--- src/rtl/cordic_sequencer.sv ---
// cordic_sequencer: quadrant-folding handshake sequencer around a first-quadrant CORDIC core.
// Optional timeout watchdog enabled by defining CORDIC_SEQ_TIMEOUT_EN.
module cordic_sequencer #(
  parameter int TIMEOUT_CYCLES = 64
) (
  input  logic        clk,
  input  logic        rst_n,
  input  logic [15:0] phase_in,
  input  logic        in_valid,
  output logic        in_ready,
  output logic        cordic_start,
  output logic [15:0] cordic_angle,
  input  logic        cordic_recived,
  input  logic        cordic_valid,
  input  logic [15:0] cordic_cos,
  input  logic [15:0] cordic_sin,
  output logic [15:0] cos_out,
  output logic [15:0] sin_out,
  output logic        out_valid,
  input  logic        out_ready,
  output logic        err
);
  typedef enum logic [2:0] {IDLE, REQ, WAIT, RELEASE, OUT} state_t;
  state_t state;
  logic [1:0] q;
  logic [15:0] cap_c, cap_s;
  logic got, tout;
  logic signed [16:0] cx, sx;
  logic signed [15:0] c, s, mc, ms;
  // 0x8000 from the core means +1.0, so it is widened as unsigned before halving
  always_comb begin
    cx = (cap_c == 16'h8000) ? 17'sd32768 : {cap_c[15], cap_c};
    sx = (cap_s == 16'h8000) ? 17'sd32768 : {cap_s[15], cap_s};
    c  = cx[16:1];
    s  = sx[16:1];
    mc = (q == 2'd0) ? c : (q == 2'd1) ? -s : (q == 2'd2) ? -c : s;
    ms = (q == 2'd0) ? s : (q == 2'd1) ? c : (q == 2'd2) ? -s : -c;
  end
`ifdef CORDIC_SEQ_TIMEOUT_EN
  localparam int TW = $clog2(TIMEOUT_CYCLES + 1);
  logic [TW-1:0] tcnt;
  logic err_q;
  assign tout = (state == REQ || state == WAIT) && (tcnt == TW'(TIMEOUT_CYCLES - 1));
  assign err  = err_q;
  always_ff @(posedge clk or negedge rst_n)
    if (!rst_n) begin
      tcnt  <= '0;
      err_q <= 1'b0;
    end else begin
      tcnt  <= (state == REQ || state == WAIT) && !tout ? tcnt + 1'b1 : '0;
      err_q <= err_q | tout;
    end
`else
  // never fires; keeps the parameter referenced when the watchdog is compiled out
  assign tout = TIMEOUT_CYCLES < 0;
  assign err  = 1'b0;
`endif
  always_ff @(posedge clk or negedge rst_n)
    if (!rst_n) begin
      state        <= IDLE;
      in_ready     <= 1'b1;
      cordic_start <= 1'b0;
      cordic_angle <= '0;
      cos_out      <= '0;
      sin_out      <= '0;
      out_valid    <= 1'b0;
      q            <= '0;
      cap_c        <= '0;
      cap_s        <= '0;
      got          <= 1'b0;
    end else begin
      case (state)
        IDLE: if (in_valid) begin
          q            <= phase_in[15:14];
          cordic_angle <= {1'b0, phase_in[13:0], 1'b0};
          in_ready     <= 1'b0;
          cordic_start <= 1'b1;
          got          <= 1'b0;
          state        <= REQ;
        end
        REQ: if (tout) begin
          cap_c        <= '0;
          cap_s        <= '0;
          cordic_start <= 1'b0;
          state        <= RELEASE;
        end else if (cordic_recived || cordic_valid) begin
          // a result already present here is kept so a short valid pulse is not lost
          if (cordic_valid) begin
            cap_c <= cordic_cos;
            cap_s <= cordic_sin;
            got   <= 1'b1;
          end
          state <= WAIT;
        end
        WAIT: if (tout) begin
          cap_c        <= '0;
          cap_s        <= '0;
          cordic_start <= 1'b0;
          state        <= RELEASE;
        end else if (cordic_valid || got) begin
          if (cordic_valid) begin
            cap_c <= cordic_cos;
            cap_s <= cordic_sin;
          end
          cordic_start <= 1'b0;
          state        <= RELEASE;
        end
        RELEASE: if (!cordic_valid) begin
          cos_out   <= mc;
          sin_out   <= ms;
          out_valid <= 1'b1;
          state     <= OUT;
        end
        OUT: if (out_ready) begin
          out_valid <= 1'b0;
          in_ready  <= 1'b1;
          state     <= IDLE;
        end
        default: state <= IDLE;
      endcase
    end
endmodule

--- config.mk ---
export PLATFORM = sky130hd
export DESIGN_NAME = cordic_sequencer
export DESIGN_NICKNAME = d
export VERILOG_FILES = /design/src/rtl/cordic_sequencer.sv
export SDC_FILE = /design/constraint.sdc
export NUM_CORES = 1
export LEC_CHECK = 0
export ABC_CLOCK_PERIOD_IN_PS = 6860
export BUFFER_PORTS_ARGS = -buffer_cell sky130_fd_sc_hd__buf_4
export CORE_ASPECT_RATIO = 1.5
export CORE_UTILIZATION = 59
export CTS_CLUSTER_DIAMETER = 200
export DETAILED_ROUTE_END_ITERATION = 10
export GPL_TIMING_DRIVEN = 0
export MAX_ROUTING_LAYER = met4
export PLACE_DENSITY = 0.86
export SYNTH_ARGS = -nofsm -noshare
export SYNTH_HDL_FRONTEND = slang
export SYNTH_SLANG_ARGS = --single-unit
--- constraint.sdc ---
create_clock -name clk -period 6.86 [get_ports clk]
set_clock_uncertainty 0.15 [all_clocks]
set_input_delay 0.343 -clock clk [delete_from_list [all_inputs] [get_ports clk]]
set_output_delay 0.343 -clock clk [all_outputs]
set_load 0.01 [all_outputs]
# Yosys cells after proc, flatten, opt, wreduce, memory -nomap -nowiden
# Cells that the tools add are included.
# W data, S select, Z words.
[word_totals]
reg_bits = 87
latchBits = 0
mem_bits_rw = 0
rom_bits = 0
input_bits = 54
word_cells = 79
mem_count = 0
[op_classes]
n_addsub = 2
mul = 0
div_mod_pow = 0
magnitude_cmp = 0
eq_ne = 14
shifts = 0
muxes = 34
bitwise_logic = 1
n_reduce_logical = 17
[ops]
columns = ["cell", "n"]
rows = [
  ["$mux W16", 12],
  ["$pmux W16 S2", 2],
  ["$mux W17", 2],
  ["$eq A16 B16 Y1 const B", 2],
  ["$neg A16 Y16", 2],
  ["$mux W3", 5],
  ["$pmux W3 S5", 1],
  ["$ne A2 B2 Y1 const B", 6],
  ["$reduce_and A3 Y1", 4],
  ["$reduce_bool A2 Y1", 5],
  ["$mux W1", 8],
  ["$pmux W1 S2", 4],
  ["$eq A3 B2 Y1 const B", 2],
  ["$reduce_and A5 Y1", 1],
  ["$reduce_and A2 Y1", 2],
  ["$reduce_and A4 Y1", 1],
  ["$eq A3 B1 Y1 const B", 1],
  ["$eq A3 B3 Y1 const B", 1],
  ["$logic_not A3 Y1", 1],
  ["$eq A2 B1 Y1 const B", 1],
  ["$eq A2 B2 Y1 const B", 1],
  ["$logic_not A2 Y1", 1],
  ["$logic_or A1 B1 Y1", 2],
  ["$not A1 Y1", 1],
]

# Depth between registers and ports, before layout
# Gate-level depths: netlist (run 1).
[logic_depth]
ltp_word = 6
mapped_depth = 8

# Worst setup path after synthesis (run 1)
# Ideal clock, no wire load.
[synth_path]
kind = "register -> register"
startpoint = "register cap_c[5]"
endpoint = "register sin_out[15]"
setup_time_ns = 0.082
arrival_ns = 2.260
required_ns = 6.628
setup_slack_ns = 4.368
stages_incl_launch_ff = 9
period_less_slack_ns = 2.492
path_cell_list = "dfrtp_1 > buf_6 > or3_1 > buf_6 > or4_4 > buf_6 > o21ai_4 > or3b_1 > a31oi_1"
[synth_between]
elab_chain_cells = 6
[synth_rtl]
columns = ["element", "line_no", "rtl"]
rows = [
  ["start: declaration", "26", "logic [15:0] cap_c, cap_s;"],
  ["start signal: assignment", "89", "cap_c <= cordic_cos;"],
  ["start signal: assignment", "102", "cap_c <= cordic_cos;"],
  ["$eq A16 B16 Y1", "32", "cx = (cap_c == 16'h8000) ? 17'sd32768 : {cap_c[15], cap_c};"],
  ["$mux W17 (*)", "32", ""],
  ["$neg A16 Y16", "37", "ms = (q == 2'd0) ? s : (q == 2'd1) ? c : (q == 2'd2) ? -s : -c;"],
  ["$mux W16", "37", ""],
  ["$mux W16 (*) (2 in series)", "37", ""],
  ["end signal: assignment", "110", "sin_out <= ms;"],
  ["end: declaration", "18", "output logic [15:0] sin_out,"],
]
# Mark *: on every way between the ends. The rest lies on a longest branch, timed or not.
# A chain may end at the register's enable or synchronous reset.

# Worst setup path after layout (run 1)
[layout_path]
startpoint = "register cap_s[3]"
endpoint = "register cos_out[14]"
[layout_between]
elab_chain_cells = 5
elab_cells_between_ends = 6
[layout_rtl]
columns = ["element", "line_no", "rtl"]
rows = [
  ["start: declaration", "26", ""],
  ["start signal: assignment", "90", "cap_s <= cordic_sin;"],
  ["start signal: assignment", "103", "cap_s <= cordic_sin;"],
  ["$eq A16 B16 Y1", "33", "sx = (cap_s == 16'h8000) ? 17'sd32768 : {cap_s[15], cap_s};"],
  ["$mux W17 (*)", "33", ""],
  ["$neg A16 Y16 / $mux W16 (equally long branches)", "36", "mc = (q == 2'd0) ? c : (q == 2'd1) ? -s : (q == 2'd2) ? -c : s;"],
  ["$mux W16 (*) (2 in series)", "36", ""],
  ["end signal: assignment", "109", "cos_out <= mc;"],
  ["end: declaration", "17", "output logic [15:0] cos_out,"],
]
# Marks and branches as above.

==> results of run 1 <==
layout by cell type (no fill, tap or decap), types with 5 or more instances in the layout:
master | synthesis | layout
xnor2_1 | 17 | 17
clkbuf_1 | 31 | 33
mux2i_1 | 10 | 10
or3_1 | 11 | 11
o31ai_1 | 11 | 11
mux4_2 | 5 | 5
xor2_1 | 18 | 18
inv_1 | 7 | 7
nor2b_1 | 6 | 6
o221ai_1 | 9 | 9
a21oi_1 | 18 | 18
nor4_1 | 5 | 5
nor3_1 | 9 | 9
nand2_1 | 56 | 56
dfrtp_1 | 86 | 86
a31oi_1 | 6 | 6
buf_4 | 4 | 105
mux2_2 | 42 | 42
nor2_1 | 21 | 21
o21ai_0 | 28 | 28
clkbuf_16 | 0 | 9
final timing paths:
| kind | endpoint |
|---|---|
| worst max-delay path | cos_out[14] |
| max in group asynchronous | cordic_angle[13] |
| worst max register to register | cos_out[14] |
| worst min register to register | sin_out[1] |
| worst min-delay path | cap_s[1] |
| min in group asynchronous | state[1] |
logic make-up after synthesis:
family                   after synthesis  share of synthesized area [%]
AND/OR/NAND/NOR                      128                           13.2
flip-flops                            87                           46.3
AO/OA/AOI/OAI                        101                           14.3
multiplexers                          57                           14.6
buffers and inverters                 47                           4.55
XOR/XNOR                              35                           6.52
adder cells (fa/ha/maj)                2                          0.532
other                                  1                         0.0797
stage by stage:
step / area, sq um / hold slack (ps) / power, mW / util (%) / instances
global placement: 5600 / 315 / 2.50 / 73.1 / 663
CTS: 5940 / 41.5 / 3.13 / 77.5 / 679
floorplan: 4710 / -103 / 2.00 / - / 460
detailed placement: 5600 / 314 / 2.56 / 73.1 / 663
finish: 5940 / 41.9 / 3.13 / 77.5 / 679
global route: 5940 / 58.3 / 3.33 / 77.5 / 679
where the power goes:
group	leakage [nW]	switching (mW)	total (mW)	internal (mW)
clock	0.160	0.200	0.556	0.357
combinational	1.39	0.850	1.60	0.749
sequential	1.04	0.212	0.978	0.766
worst max-delay path, cell delays in order (launching register included):
cell      delay [ps]
dfrtp_1          360
clkbuf_1         200
nor3_1           770
nand4_1          340
xor2_1           230
mux4_2           470
mux2_2           270
sequential cells by signal (all words and copies together), names as in the netlist:
name and flops:
q 2, out_valid 1, cap_c 16, cos_out 16
cap_s 16, cordic_start 1, sin_out 16, state 3
got 1, cordic_angle 14, in_ready 1
area by class of cell:
cell class	instances	share of cell area (%)
Buffer	40	3.16
Clock buffer	11	3.92
Clock inverter	5	1.79
Inverter	7	0.443
Multi-Input combinational cell	326	39.1
Sequential cell	87	36.7
Tap cell	102	2.15
Timing Repair Buffer	101	12.8
layer usage:
layer | GRT usage, % | wire [microns] | up-vias
met1 | 38.0 | 4690 | 1963
met2 | 55.7 | 6610 | 173
met4 | 16.5 | 450 | 0
met3 | 4.34 | 623 | 34
met5 | - | 0 | -
li1 | - | - | 1866
==> impl_metrics.ini, run 1 <==
[global_routing]
grt_pass1_wl_microns = 20000
grt_use_total_pct = 33.2
grt_max_degree = 88
antenna_found_initial = 0
overflow = 0
grt_pass1_vias = 4132

[sta]
slew_headroom_pct = 27.2
setup_viol = 0
post-route-min-period_ps = 2910
fin_crit_sh_pct = 42.5
timing.fmax_mhz = 343
fin_tns_setup_ps = 0
layout_setup_ws_ps = 3950
final_max_slew_viol_count = 0
finalHoldViolCount = 0
rsz0062_at_grt = no
tightest_slew_ps = 1090

[critical_path]
cp-startpoint = cap_s[3]
worstSetupPathType = register to register
start_kind = register
crit_fanout = 9
worst_setup_path_end_kind = register
arrival_ps = 2990
critPathRequiredTime_ps = 6940
r2r_cells = 6
r2r_setup_slack_ps = 3950
timing.rr.start = cap_s[3]

[cells_and_area]
multi_input_area_sq_mm = 0.00232
ff_latch_area_sq_mm = 0.00218
fillCellCount = 548
area_growth_syn_to_layout_pct = 26.2
nets = 628
drive_gt1_share_pct = 30.3
antennaDiodeCount = 0

[cts]
cts_buffer_depth = 2
hold_buffers = 0
clock-sinks = 87
htreeDepth = 3
cts_buffers = 9
insertion_delay_ps = 350
clock-root-buffer = clkbuf_16
cts.clk_slew.worst_paths_ps = 70
post_cts_buffers = 0
cts_resized = 0
cts_tree = built

[synth]
ys_types = 51
synth_edf_count = 0
yosysMostFrequentCell = dfrtp_1
syn_inst = 458
yosys-top-cells-count = dfrtp_1 (86), nand2_1 (56), mux2_2 (42), clkbuf_1 (31), o21ai_0 (28)
synthTopCellsByArea = dfrtp_1 (46%), mux2_2 (10%), nand2_1 (4.5%), xor2_1 (3.4%), xnor2_1 (3.2%)
synth_warnings = 0
ys_ff_latch = 87
avgSynthCellArea_sq_um = 10.3
synth-async-reset-ratio_pct = 100
synth_top_area_cell = dfrtp_1
synth_seq_area_share_pct = 46.3
yosys_most_used_dff = dfrtp_1
synth_top_area_share_pct = 45.8
netlist_area_sq_mm = 0.00470

[floorplanning]
start_util_pct = 61.4
core_area_sq_mm = 0.00766
die_y_microns = 111
die_w_microns = 74.9
io_pins = 106
die_area_sq_mm = 0.00834
rows = 39

[outcome]
outcome = complete, no violations

[detailed_routing]
vias = 4036
avgViaCountPerCell = 5.94
post-route-drc-count = 0
wl_per_cell_microns = 18.2
drtIter0Drc = 319
wl_microns = 12400
drtAntennaViolNets = 0
first_pass_iters = 5

[power]
leakagePower_nw = 2.59
vdd.ir_drop.worst_uv = 345
power.density_mw_per_mm2 = 528

[placement]
place_congestion = 0.952
hpwl_microns = 8940
post-place-ws_ps = 4010
port_buffers = 101

[min_path]
holdPathStages = 3
hold_start = cordic_sin[1]
hold_path.class = primary input to register

[flow_run]
max_cap_viol_count = 0
(Power assumes the default switching activity.)
==> inputs of run 2 (changes only) <==
Settings changed: ABC_CLOCK_PERIOD_IN_PS 6860 to 2900, CORE_UTILIZATION 59 to 55, PLACE_DENSITY 0.86 to 0.81.
Clock period 6.86 ns to 2.9 ns, I/O delays scaled along.
==> impl_metrics.ini, run 2 (same netlist as run 1, synthesis figures left out) <==
[outcome]
outcome = complete, no violations

[critical_path]
timing.rr.start = cap_c[2]
worst_setup_path_end_kind = register
r2r_end = cos_out[14]
crit_fanout = 8
r2r_setup_slack_ps = 110
r2r_cells = 8
worstSetupPathType = register to register
start_kind = register
critPathRequiredTime_ps = 2980
arrival_ps = 2880

[cts]
post_cts_buffers = 0
cts_buffer_depth = 2
htreeDepth = 3
clock-sinks = 87
cts_tree = built
insertion_delay_ps = 350
cts_buffers = 9
cts.clk_slew.worst_paths_ps = 60
clock-root-buffer = clkbuf_16

[sta]
rsz0062_at_grt = no
setup_viol = 0
fin_crit_sh_pct = 96.3
timing.fmax_mhz = 358
tightest_slew_ps = 1070
post-route-min-period_ps = 2790
final_max_slew_viol_count = 0
fin_tns_setup_ps = 0
finalHoldViolCount = 0
slew_headroom_pct = 28.5

[min_path]
holdPathStages = 3
hold_path.class = primary input to register
hold_start = cordic_valid
min_to = got

[floorplanning]
die_area_sq_mm = 0.00893
rows = 41
io_pins = 106
die_y_microns = 115
core_area_sq_mm = 0.00836
start_util_pct = 56.2
die_w_microns = 77.5

[global_routing]
grt_max_degree = 88
grt_use_total_pct = 31.0
antenna_found_initial = 0
grt_pass1_wl_microns = 20500
overflow = 0
grt_pass1_vias = 4139

[flow_run]
max_cap_viol_count = 0

[cells_and_area]
fin_area_sq_mm = 0.00646
area_growth_syn_to_layout_pct = 37.4
final_common_cell = buf_4
final_cell_mix = buf_4 (105), dfrtp_1 (86), nand2_1 (56)
nets = 681
drive_gt1_share_pct = 28.3
antennaDiodeCount = 0

[power]
power.density_mw_per_mm2 = 1140
leakagePower_nw = 2.81
vdd.ir_drop.worst_uv = 659

[placement]
dpl_cell_area_sq_mm = 0.00560
place_congestion = 0.904
port_buffers = 101
hpwl_microns = 8400

[detailed_routing]
drtAntennaViolNets = 0
drtIter0Drc = 276
vias = 4231
first_pass_iters = 5
avgViaCountPerCell = 5.74
wl_per_cell_microns = 17.3
post-route-drc-count = 0
wl_microns = 12700
run 2: worst max path at each step:
stage             start     endpoint  slack [ps]  cells after the start
6_report       cap_c[2]  cos_out[14]         110                      8
2_1_floorplan  cap_c[5]  sin_out[15]         410                      8
3_5_place_dp   cap_s[3]  cos_out[14]         110                      6
4_1_cts        cap_s[3]  cos_out[14]         100                      6
5_1_grt        cap_c[2]  cos_out[14]         0.6                      8
3_3_place_gp   cap_s[3]  cos_out[14]         130                      6
run 2: area by class of cell:
type / count / area [sq um]
Multi-Input combinational cell: 326 / 2320
Sequential cell: 87 / 2180
Fill cell: 560 / 1900
Timing Repair Buffer: 154 / 1290
Clock buffer: 11 / 243
Buffer: 40 / 189
Tap cell: 107 / 134
Clock inverter: 5 / 81.3
Inverter: 7 / 26.3
run 2: layer usage:
layer | global-route usage, % | wire length [microns] | up-vias
met4 | 17.2 | 487 | 0
met2 | 51.8 | 6680 | 178
li1 | - | - | 1981
met5 | - | 0 | -
met1 | 35.1 | 4840 | 2033
met3 | 5.24 | 706 | 39
run 2: timing repair:
| action | CTS | global route |
|---|---|---|
| setup endpoints to repair | 0 | 19 |
| resized for setup | 0 | 3 |
| endpoints found under the hold margin | 139 | 0 |
| hold buffers | 53 | 0 |
run 2: critical path, cell delays in order, from the launching register on:
cell and delay [ps]:
dfrtp_1 430, inv_1 100, ha_1 170, or3b_1 350
clkbuf_1 250, nor4_2 390, xnor2_1 100, mux4_2 470
mux2_2 270
run 2: per-stage QoR:
stage          cells  total power [mW]  setup slack [ps]  util (%)  hold WS, ps
6_report         737              7.40               107      77.3         79.0
5_1_grt          737              7.86             0.636      77.3          123
4_1_cts          737              7.32               101      77.2         70.6
3_5_place_dp     668              5.98               106      67.0          211
3_3_place_gp     668              5.87               127      67.0          198
2_1_floorplan    460              4.73               408         -         -301
run 2: power by group:
part           switching [mW]  internal, mW  total, mW
registers               0.514          1.81       2.33
clock network           0.482         0.778       1.26
logic                    1.99          1.82       3.81
total                    2.98          4.42       7.40
==> inputs of run 3 (changes only) <==
Settings changed: CTS_BUF_LIST set to sky130_fd_sc_hd__clkbuf_8 sky130_fd_sc_hd__clkbuf_16.
==> impl_metrics.ini, run 3 (same netlist as run 1, synthesis figures left out) <==
[outcome]
outcome = complete, no violations

[sta]
post-route-min-period_ps = 2790
tightest_slew_ps = 1070
slew_headroom_pct = 28.5
rsz0062_at_grt = no
fin_tns_setup_ps = 0
final_max_slew_viol_count = 0
hold_slack_ps = 79.0
finalHoldViolCount = 0
setup_viol = 0
timing.fmax_mhz = 358
fin_crit_sh_pct = 96.3

[critical_path]
worstSetupPathType = register to register
crit_fanout = 8
start_kind = register
r2r_cells = 8
timing.rr.start = cap_c[2]
r2r_setup_slack_ps = 110
arrival_ps = 2880
cp-startpoint = cap_c[2]
critPathRequiredTime_ps = 2980
r2r_end = cos_out[14]
worst_setup_path_end_kind = register

[cts]
htreeDepth = 3
cts_tree = built
cts_buffer_depth = 2
insertion_delay_ps = 350
post_cts_buffers = 0
clock-root-buffer = clkbuf_16
cts.clk_slew.worst_paths_ps = 60
cts_buffers = 9
clock-sinks = 87

[floorplanning]
rows = 41
core_area_sq_mm = 0.00836
die_w_microns = 77.5
start_util_pct = 56.2
die_area_sq_mm = 0.00893
die_y_microns = 115
io_pins = 106

[cells_and_area]
area_growth_syn_to_layout_pct = 37.4
nets = 681
drive_gt1_share_pct = 28.3
fin_cells = 737
final_common_cell = buf_4
final_util_pct = 77.3
final_cell_mix = buf_4 (105), dfrtp_1 (86), nand2_1 (56)
antennaDiodeCount = 0

[power]
power.density_mw_per_mm2 = 1140
vdd.ir_drop.worst_uv = 659
leakagePower_nw = 2.82

[placement]
hpwl_microns = 8400
dp.cells = 668
port_buffers = 101
place_congestion = 0.904

[flow_run]
max_cap_viol_count = 0

[detailed_routing]
wl_microns = 12700
drtAntennaViolNets = 0
drtIter0Drc = 276
wl_per_cell_microns = 17.3
avgViaCountPerCell = 5.74
first_pass_iters = 5
vias = 4231
post-route-drc-count = 0

[global_routing]
grt_pass1_vias = 4139
grt_use_total_pct = 31.0
grt_max_degree = 88
grt_pass1_wl_microns = 20500
antenna_found_initial = 0
overflow = 0

[min_path]
hold_path.class = primary input to register
min_to = got
holdPathStages = 3
hold_start = cordic_valid
run 3: report_power, final:
group	total [mW]	switching (mW)	internal [mW]	leakage (nW)
clock	1.26	0.483	0.775	0.160
combinational	3.81	1.99	1.82	1.61
sequential	2.33	0.514	1.81	1.04
total	7.40	2.98	4.41	2.82
run 3: cell type report:
cell class / count / area (sq um)
inverters: 7 / 26.3
fillers: 560 / 1900
multi-input cells: 326 / 2320
repair buffers: 154 / 1290
plain buffers: 40 / 189
flip-flops and latches: 87 / 2180
clock buffers: 10 / 239
well taps: 107 / 134
clock inverters: 6 / 85.1
run 3: timing repair:
item / CTS / global route
endpoints found under the hold margin: 139 / 0
endpoints found under the setup margin: 0 / 19
resized for setup: 0 / 3
hold buffers: 53 / 0
run 3: per-layer routing:
metal | routed length, microns | GRT usage [%] | vias to the layer above
met1 | 4840 | 35.1 | 2033
met2 | 6680 | 51.8 | 178
met5 | 0 | - | -
li1 | - | - | 1981
met4 | 487 | 17.2 | 0
met3 | 706 | 5.24 | 39
run 3: critical path, cell delays in order (launching register included):
cell      delay, ps
dfrtp_1         430
inv_1           100
ha_1            170
or3b_1          350
clkbuf_1        250
nor4_2          390
xnor2_1         100
mux4_2          470
mux2_2          270
run 3: worst max-delay path by stage:
| stage | slack, ps | to | depth (start not counted) |
|---|---|---|---|
| floorplan | 410 | sin_out[15] | 8 |
| global placement | 130 | cos_out[14] | 6 |
| detailed placement | 110 | cos_out[14] | 6 |
| CTS | 100 | cos_out[14] | 6 |
| global route | 0.6 | cos_out[14] | 8 |
| finish | 110 | cos_out[14] | 8 |
run 3: metrics by stage:
stage | area (sq um) | power [mW] | setup slack [ps]
2_1_floorplan | 4710 | 4.73 | 408
3_3_place_gp | 5600 | 5.87 | 127
3_5_place_dp | 5600 | 5.98 | 106
4_1_cts | 6460 | 7.32 | 101
5_1_grt | 6460 | 7.86 | 0.636
6_report | 6460 | 7.40 | 107
